**src/rtl/spi_pkg.sv**
```systemverilog
// -----------------------------------------------------------------------------
// spi_pkg
//   Shared definitions for the single-byte SPI master.
//   - MODE0..MODE3 : SPI mode encodings, bit1 = CPOL, bit0 = CPHA
//   - spi_state_e  : master FSM states
//   - DEFAULT_DATA_W : default frame width in bits
// -----------------------------------------------------------------------------
package spi_pkg;

   localparam logic [1:0] MODE0 = 2'b00;
   localparam logic [1:0] MODE1 = 2'b01;
   localparam logic [1:0] MODE2 = 2'b10;
   localparam logic [1:0] MODE3 = 2'b11;

   localparam int DEFAULT_DATA_W = 8;

   typedef enum logic [1:0] {
      IDLE  = 2'd0,
      SETUP = 2'd1,
      XFER  = 2'd2,
      HOLD  = 2'd3
   } spi_state_e;

endpackage : spi_pkg

```
**src/rtl/spi_clk_gen.sv**
```systemverilog
// -----------------------------------------------------------------------------
// spi_clk_gen
//   SCLK divider for the SPI master. While run_i is high the divider counts
//   CLK_DIV clk cycles per tick; while toggle_en_i is also high every tick
//   toggles sclk and is reported as a leading or trailing edge strobe.
//   Outside toggle_en_i, sclk is forced to cpol_i.
//
// Ports:
//   clk          in   system clock
//   reset        in   asynchronous active-low reset
//   run_i        in   divider counting enable (frame in progress)
//   toggle_en_i  in   sclk toggle enable (data phase)
//   cpol_i       in   idle level of sclk
//   tick_o       out  end of a CLK_DIV-cycle period (combinational strobe)
//   lead_edge_o  out  this tick registers a leading sclk edge
//   trail_edge_o out  this tick registers a trailing sclk edge
//   half_cnt_o   out  number of sclk toggles already made in the data phase
//   sclk_o       out  SPI clock (registered)
// -----------------------------------------------------------------------------
module spi_clk_gen
   import spi_pkg::*;
#(
   parameter int CLK_DIV = 2,
   parameter int DATA_W  = DEFAULT_DATA_W
) (
   input  logic                          clk,
   input  logic                          reset,
   input  logic                          run_i,
   input  logic                          toggle_en_i,
   input  logic                          cpol_i,
   output logic                          tick_o,
   output logic                          lead_edge_o,
   output logic                          trail_edge_o,
   output logic [$clog2(2*DATA_W)-1:0]   half_cnt_o,
   output logic                          sclk_o
);

   localparam int HALF_W = $clog2(2*DATA_W);
   localparam logic [7:0] DIV_LAST = 8'(CLK_DIV - 1);

   logic [7:0]        div_cnt_q,  div_cnt_d;
   logic [HALF_W-1:0] half_cnt_q, half_cnt_d;
   logic              sclk_q,     sclk_d;
   logic              tick;

   assign tick = run_i && (div_cnt_q == DIV_LAST);

   always_comb begin
      div_cnt_d  = 8'd0;
      half_cnt_d = '0;
      sclk_d     = cpol_i;
      if (run_i) begin
         div_cnt_d = tick ? 8'd0 : div_cnt_q + 8'd1;
      end
      if (toggle_en_i) begin
         half_cnt_d = tick ? half_cnt_q + 1'b1 : half_cnt_q;
         sclk_d     = tick ? ~sclk_q : sclk_q;
      end
   end

   always_ff @(posedge clk or negedge reset) begin
      if (!reset) begin
         div_cnt_q  <= 8'd0;
         half_cnt_q <= '0;
         sclk_q     <= 1'b0;
      end else begin
         div_cnt_q  <= div_cnt_d;
         half_cnt_q <= half_cnt_d;
         sclk_q     <= sclk_d;
      end
   end

   // Toggle number half_cnt_q+1 is about to happen: odd numbers lead.
   assign tick_o       = tick;
   assign lead_edge_o  = toggle_en_i && tick && !half_cnt_q[0];
   assign trail_edge_o = toggle_en_i && tick &&  half_cnt_q[0];
   assign half_cnt_o   = half_cnt_q;
   assign sclk_o       = sclk_q;

endmodule : spi_clk_gen

```
**src/rtl/spi_master.sv**
```systemverilog
// -----------------------------------------------------------------------------
// spi_master
//   Single-frame SPI master for one slave. Sends tx_data LSB first on mosi
//   and shifts miso in MSB first. All four SPI modes, SCLK half-period of
//   CLK_DIV clk cycles. Frame: IDLE -> SETUP -> XFER -> HOLD -> IDLE(done).
//
// Ports:
//   clk      in   system clock
//   reset    in   asynchronous active-low reset
//   mode     in   {CPOL, CPHA}, sampled when start is accepted
//   start    in   transfer request, accepted while busy = 0
//   tx_data  in   frame to send, latched when start is accepted
//   busy     out  frame in progress
//   done     out  one-cycle completion pulse
//   rx_data  out  received frame, updated with done
//   sclk     out  SPI clock
//   cs       out  chip select, active low
//   mosi     out  master-out data
//   miso     in   master-in data (sclk-synchronous)
// -----------------------------------------------------------------------------
module spi_master
   import spi_pkg::*;
#(
   parameter int CLK_DIV = 2,
   parameter int DATA_W  = DEFAULT_DATA_W
) (
   input  logic              clk,
   input  logic              reset,
   input  logic [1:0]        mode,
   input  logic              start,
   input  logic [DATA_W-1:0] tx_data,
   output logic              busy,
   output logic              done,
   output logic [DATA_W-1:0] rx_data,
   output logic              sclk,
   output logic              cs,
   output logic              mosi,
   input  logic              miso
);

   localparam int HALF_W = $clog2(2*DATA_W);
   localparam int BIT_W  = $clog2(DATA_W+1);
   localparam logic [HALF_W-1:0] LAST_HALF = HALF_W'(2*DATA_W - 1);
   localparam logic [BIT_W-1:0]  ALL_BITS  = BIT_W'(DATA_W);

   spi_state_e        state_q,   state_d;
   logic              cpol_q,    cpol_d;
   logic              cpha_q,    cpha_d;
   logic [DATA_W-1:0] tx_sr_q,   tx_sr_d;
   logic [DATA_W-1:0] rx_sr_q,   rx_sr_d;
   logic [BIT_W-1:0]  bit_cnt_q, bit_cnt_d;
   logic              mosi_q,    mosi_d;
   logic              cs_q,      cs_d;
   logic              busy_q,    busy_d;
   logic              done_q,    done_d;
   logic [DATA_W-1:0] rx_data_q, rx_data_d;

   logic              tick;
   logic              lead_edge;
   logic              trail_edge;
   logic [HALF_W-1:0] half_cnt;
   logic              sclk_int;
   logic              cpol_sel;

   // In IDLE sclk tracks the live CPOL request; during a frame the latched one.
   assign cpol_sel = (state_q == IDLE) ? mode[1] : cpol_q;

   spi_clk_gen #(
      .CLK_DIV (CLK_DIV),
      .DATA_W  (DATA_W)
   ) u_clk_gen (
      .clk          (clk),
      .reset        (reset),
      .run_i        (state_q != IDLE),
      .toggle_en_i  (state_q == XFER),
      .cpol_i       (cpol_sel),
      .tick_o       (tick),
      .lead_edge_o  (lead_edge),
      .trail_edge_o (trail_edge),
      .half_cnt_o   (half_cnt),
      .sclk_o       (sclk_int)
   );

   always_comb begin
      state_d   = state_q;
      cpol_d    = cpol_q;
      cpha_d    = cpha_q;
      tx_sr_d   = tx_sr_q;
      rx_sr_d   = rx_sr_q;
      bit_cnt_d = bit_cnt_q;
      mosi_d    = mosi_q;
      rx_data_d = rx_data_q;
      done_d    = 1'b0;

      unique case (state_q)
         IDLE: begin
            if (start) begin
               state_d   = SETUP;
               cpol_d    = mode[1];
               cpha_d    = mode[0];
               tx_sr_d   = tx_data;
               rx_sr_d   = '0;
               bit_cnt_d = '0;
               // CPHA=0 slaves sample on the first edge, so bit 0 must be
               // on the wire for the whole setup period.
               if (!mode[0]) begin
                  mosi_d = tx_data[0];
               end
            end
         end

         SETUP: begin
            if (tick) begin
               state_d = XFER;
            end
         end

         XFER: begin
            if (lead_edge) begin
               if (!cpha_q) begin
                  rx_sr_d   = {rx_sr_q[DATA_W-2:0], miso};
                  bit_cnt_d = bit_cnt_q + 1'b1;
               end else begin
                  mosi_d  = tx_sr_q[0];
                  tx_sr_d = tx_sr_q >> 1;
               end
            end
            if (trail_edge) begin
               if (cpha_q) begin
                  rx_sr_d   = {rx_sr_q[DATA_W-2:0], miso};
                  bit_cnt_d = bit_cnt_q + 1'b1;
               end else if (bit_cnt_q != ALL_BITS) begin
                  // tx_sr_q[0] is the bit already on the wire.
                  mosi_d  = tx_sr_q[1];
                  tx_sr_d = tx_sr_q >> 1;
               end
               if (half_cnt == LAST_HALF) begin
                  state_d = HOLD;
               end
            end
         end

         HOLD: begin
            if (tick) begin
               state_d   = IDLE;
               done_d    = 1'b1;
               rx_data_d = rx_sr_q;
            end
         end

         default: state_d = IDLE;
      endcase

      cs_d   = (state_d == IDLE);
      busy_d = (state_d != IDLE);
   end

   always_ff @(posedge clk or negedge reset) begin
      if (!reset) begin
         state_q   <= IDLE;
         cpol_q    <= 1'b0;
         cpha_q    <= 1'b0;
         tx_sr_q   <= '0;
         rx_sr_q   <= '0;
         bit_cnt_q <= '0;
         mosi_q    <= 1'b0;
         cs_q      <= 1'b1;
         busy_q    <= 1'b0;
         done_q    <= 1'b0;
         rx_data_q <= '0;
      end else begin
         state_q   <= state_d;
         cpol_q    <= cpol_d;
         cpha_q    <= cpha_d;
         tx_sr_q   <= tx_sr_d;
         rx_sr_q   <= rx_sr_d;
         bit_cnt_q <= bit_cnt_d;
         mosi_q    <= mosi_d;
         cs_q      <= cs_d;
         busy_q    <= busy_d;
         done_q    <= done_d;
         rx_data_q <= rx_data_d;
      end
   end

   assign busy    = busy_q;
   assign done    = done_q;
   assign rx_data = rx_data_q;
   assign sclk    = sclk_int;
   assign cs      = cs_q;
   assign mosi    = mosi_q;

endmodule : spi_master

```
**config.mk**
```make
export PLATFORM = sky130hd
export DESIGN_NAME = spi_master
export DESIGN_NICKNAME = d
export VERILOG_FILES = /design/src/rtl/spi_pkg.sv /design/src/rtl/spi_clk_gen.sv /design/src/rtl/spi_master.sv
export SDC_FILE = /design/constraint.sdc
export NUM_CORES = 1
export LEC_CHECK = 0
export BUFFER_PORTS_ARGS = -buffer_cell sky130_fd_sc_hd__clkbuf_2
export CORE_MARGIN = 10
export CORE_UTILIZATION = 25
export CTS_CLUSTER_DIAMETER = 80
export DETAILED_ROUTE_END_ITERATION = 8
export GPL_TIMING_DRIVEN = 0
export HOLD_SLACK_MARGIN = 0.05
export SYNTH_ARGS = -nofsm -noshare
export SYNTH_HDL_FRONTEND = slang
export SYNTH_HIERARCHICAL = 1
export SYNTH_SLANG_ARGS = --single-unit
```
**constraint.sdc**
```tcl
create_clock -name clk -period 2.5 [get_ports clk]
set_input_delay 0.25 -clock clk [delete_from_list [all_inputs] [get_ports clk]]
set_output_delay 0.25 -clock clk [all_outputs]
set_load 0.005 [all_outputs]
```
Word-level counts from Yosys, hierarchy flattened
Index checks and enable logic that the tools add are counted.
Storage, ports and cells
  input port bits: 14
  logic and storage cells: 83
  register bits after elaboration: 49
Cells by class
  equal/unequal tests: 9
  $add $sub $neg: 3
  multiplexer cells: 42
  reductions and logical operators: 14
  bitwise logic cells: 1
Operators by type and width (number)
  8-bit two-way mux: 13
  8-bit case mux with 2 select lines: 2
  4-bit two-way mux: 7
  1-bit two-way mux: 12
  2-bit two-way mux: 5
  4-bit by 1-bit adder with 4-bit output, second input constant: 2
  8-bit by 1-bit adder with 8-bit output, second input constant: 1
  8-bit by 1-bit equality test with 1-bit output, second input constant: 1
  2-bit case mux with 4 select lines: 1
  4-bit case mux with 2 select lines: 1
  2-bit inequality test, second input constant: 3
  2-bit AND reduction: 3
  2-bit nonzero test: 3
  2-bit equality test, second input constant: 2
  4-bit equality test, second input constant: 1
  1-bit logical AND: 4
  2-bit zero test: 2
  4-bit inequality test, second input constant: 1
  3-bit AND reduction: 1
  2-bit by 1-bit equality test with 1-bit output, second input constant: 1
  1-bit case mux with 2 select lines: 1
  1-bit zero test: 1
  1-bit inverter: 1

Logic depth before layout (Yosys ltp)
  depth after elaboration: 9
  mapped depth: 12
  depth with buffers taken out: 9

By module
The synthesis kept the hierarchy.
By module, submodules not included
  spi_master: instances 1, sequential area each 902.1 µm², cells an instance 171, area each 1732.9 µm²
  spi_clk_gen: instances 1, sequential area each 325.3 µm², cells an instance 69, area each 666.9 µm²

Least setup slack after synthesis
OpenSTA, ideal clock, no wires.
  path kind: flip-flop to flip-flop
  start: register u_clk_gen.div_cnt_q[4]
  end: register tx_sr_q[1]
  arrival time: 2.119 ns
  setup slack: 0.260 ns
  stages on the path, launching flop included: 10
  data required time: 2.379 ns
  path buffers: 2
  clock period less this slack: 2.240 ns
  path through: dfrtp_1 or4_1 clkbuf_2 nor2_1 and3_1 nand2b_1 o21ai_2 buf_4 a21oi_1 o22a_1
Between the ends
  elaborated cells on any way between the ends: 10
  classes of those cells: 1 x eq/ne; 5 x mux; 4 x reduce/logical
RTL lines
  from (decl): line spi_clk_gen.sv:41  | logic [7:0] div_cnt_q, div_cnt_d;
  from (signal assigned): line spi_clk_gen.sv:67  | div_cnt_q <= div_cnt_d;
  8-bit by 1-bit equality test with 1-bit output: line spi_clk_gen.sv:46  | assign tick = run_i && (div_cnt_q == DIV_LAST);
  1-bit logical AND: line spi_clk_gen.sv:46
  via tick: line spi_master.sv:58  | logic tick;
  1-bit logical AND (2 in a row): line spi_clk_gen.sv:76  | assign trail_edge_o = toggle_en_i && tick && half_cnt_q[0];
  via trail_edge: line spi_master.sv:60  | logic trail_edge;
  8-bit two-way mux: line spi_master.sv:128  | if (trail_edge) begin
  8-bit case mux with 2 select lines: line spi_master.sv:95  | unique case (state_q)
  to (signal assigned): line spi_master.sv:175  | tx_sr_q <= tx_sr_d;
  to (decl): line spi_master.sv:49  | logic [DATA_W-1:0] tx_sr_q, tx_sr_d;
The timed path passes the listed nets, and every way through them passes these cells.
A chain may end at the register's enable or synchronous reset.

Worst setup path in the final report
Same ends and word-level chain as after synthesis.

==> out/results.ini <==
[setup_path]
worstPathMaxFanout = 10
crit_type = reg2reg
crit_required_ps = 2690
timing.critical_path.to_type = flip-flop
crit_start = u_clk_gen/div_cnt_q[4]
crit_arrival_ps = 2540
r2r-start = u_clk_gen/div_cnt_q[4]
setup.worst_path.start_class = flip-flop

[finish]
fillers = 989
antenna_cells = 0
fin_util_pct = 30.5
areaGrowthSynthToFinish_pct = 18.0
stdcell_count = 404
layout-drive-gt1-share_pct = 23.6
nets = 293
design_area_sq_mm = 0.00283

[pwr]
leakage_nw = 1.24
power_density_mw_per_mm2 = 995
power_mw = 2.82
peakVddDrop_mv = 0.415

[yosys]
synth_edf_count = 0
postSynth.topFlopCell = dfrtp_1
async_reset_ff_share_pct = 100
synth_cell_type_count = 47
yosysTopAreaCellShare_pct = 50.1
yosys_warnings = 6
post-synth-top-count-cell = dfrtp_1
yosysSeqAreaShare_pct = 51.1
synth_common_cells = dfrtp_1 (48), nand2_1 (35), nor2_1 (18), o21ai_0 (18)
syn-num-nets = 259
ys_top_cells_by_area = dfrtp_1 (50%), nand2_1 (5.5%), mux2_2 (4.7%), o21ai_0 (3.8%), nor2_1 (2.8%)
yosysTopAreaCell = dfrtp_1
synth_seq_cells = 49
synth_cells = 240
avgSynthCellArea_sq_um = 10.0
syn-cell-area_sq_mm = 0.00240

[die]
die_h_um = 118
start_util_pct = 25.8
die_x_um = 118
core_area_sq_mm = 0.00928
io_pins = 27
rows = 35
die_area_sq_mm = 0.0139

[timing]
worstMarginPinSlew_ps = 541
slew_headroom_pct = 63.7
finalCritPeriodShare_pct = 93.8
grt_setup_unrepaired = no
maxSlewViolCount = 0
min_period_ps = 2350
setup_violations = 0
hold_viol = 0
timing.fmax_mhz = 426
skew_ps = 10.2

[worst_hold_path]
hold_path.class = in2reg
worstHoldStart = miso

[place]
dp_hpwl_um = 3650
place.gp.congestion = 0.718
place_area_sq_mm = 0.00269
portBuffers = 25
dp.cells = 394

[clock_network]
clk_latency_ps = 310
htree_num_levels = 2
cts_root_buffer = clkbuf_8
cts_tree = yes
clk_path_buf_depth = 2
cts_sinks = 49
cts_made_buffers = 5
clkSlewWorstSetupHoldPaths_ps = 100

[global_routing]
grt_pass1_vias = 1791
grt_max_degree = 50
grt_antenna_before_repair = 0
overflow = 0
grt_pass1_wl_um = 8780
groute.usage.overall_pct = 7.42

[job]
cap_viol_max_count = 0

[routing]
drt_iter0_drc = 100
drtAntennaViolNets = 0
vias_per_cell = 4.53
wl_per_cell_um = 12.8
dr.pass1.iters = 4
drt_wl_total_um = 5170
drcViolationCount = 0
vias = 1832

[outcome]
status = finished clean

[kinds of logic after synthesis]
| family | synth area share, % |
|---|---|
| xor+xnor | 1.46 |
| compound gates | 13.9 |
| fa+ha+maj | 2.61 |
| flops | 51.1 |
| mux | 7.20 |
| simple gates | 19.1 |
| buf+inv | 4.59 |
[final cells by class]
type | instances | area [sq um] | area share, %
repair buffers | 28 | 163 | 5.74
flip-flops and latches | 49 | 1230 | 43.3
plain buffers | 10 | 76.3 | 2.70
well taps | 129 | 161 | 5.70
clock inverters | 2 | 16.3 | 0.574
multi-input cells | 171 | 1080 | 38.2
clock buffers | 6 | 72.6 | 2.56
inverters | 9 | 33.8 | 1.19
[state kept, by name (all words and copies together), names as in the netlist, 2 cells and up]
signal and flops:
u_clk_gen/half_cnt_o 4, rx_sr_q 8, u_clk_gen/div_cnt_q 8, state_q 2, tx_sr_q 8, rx_data 8, bit_cnt_q 4
[where the power goes]
group / leakage (nW) / total (mW) / switching (mW) / internal (mW)
Clock: 0.0414 / 0.479 / 0.280 / 0.200
Combinational: 0.580 / 1.13 / 0.600 / 0.526
Sequential: 0.622 / 1.21 / 0.164 / 1.05
[path summary, 6_finish.rpt]
| check | slack, ps | endpoint | cells past startpoint |
|---|---|---|---|
| min in group asynchronous | 370 | rx_data[1] | 2 |
| min reg2reg | 490 | bit_cnt_q[3] | 1 |
| max in group asynchronous | 1610 | tx_sr_q[0] | 3 |
| max | 150 | tx_sr_q[1] | 9 |
| max reg2reg | 150 | tx_sr_q[1] | 9 |
| min | 150 | rx_sr_q[0] | 3 |
[worst max-delay path, stage by stage (launching register included)]
cell and delay, ps:
dfrtp_1 450, or4_1 510, clkbuf_2 200, nor2_4 150, and3_1 220, nand2b_1 120
o21ai_2 180, buf_6 160, a21oi_1 70, o22a_1 170
[what timing repair did]
item / CTS / global route
hold endpoints to repair: 0 / 13
gates resized for setup: 1 / 4
buffers inserted: 0 / 1
hold buffers: 0 / 1
endpoints found under the setup margin: 3 / 18
pin swaps: 0 / 1
[cell usage in the layout, fill, tap and decap left out, types with 2 or more instances in the layout]
cell type / n
a21boi_0: 2
a21oi_1: 12
a2bb2oi_1: 3
buf_2: 3
buf_4: 4
buf_6: 3
clkbuf_2: 26
clkbuf_8: 5
dfrtp_1: 48
ha_1: 5
inv_1: 8
mux2_2: 10
mux2i_1: 6
nand2_1: 35
nand2b_1: 3
nand3_1: 12
nand4_1: 2
nor2_1: 17
nor2_4: 2
nor2b_1: 5
nor3b_1: 2
o211ai_1: 3
o21ai_0: 18
o21ai_1: 2
o21ai_2: 2
o22a_1: 4
or3_1: 5
or4_1: 2
xnor2_1: 2
xor2_1: 2
[routing by layer]
layer	GRT usage [%]	vias up	wire [um]
met5	0	-	0
met2	10.8	37	2220
li1	-	900	-
met4	1.85	0	27
met3	2.59	6	266
met1	10.2	889	2650
[through the flow]
step / setup WS [ps] / setup TNS [ps] / hold WS (ps)
after floorplan: 260 / 0 / -45.6
after global placement: 21.0 / 0 / 457
after detailed placement: -10.7 / -21.3 / 472
after CTS: 44.2 / 0 / 146
after global routing: 7.69 / 0 / 154
final: 154 / 0 / 154
No activity file was read; power rests on OpenSTA's default activity.
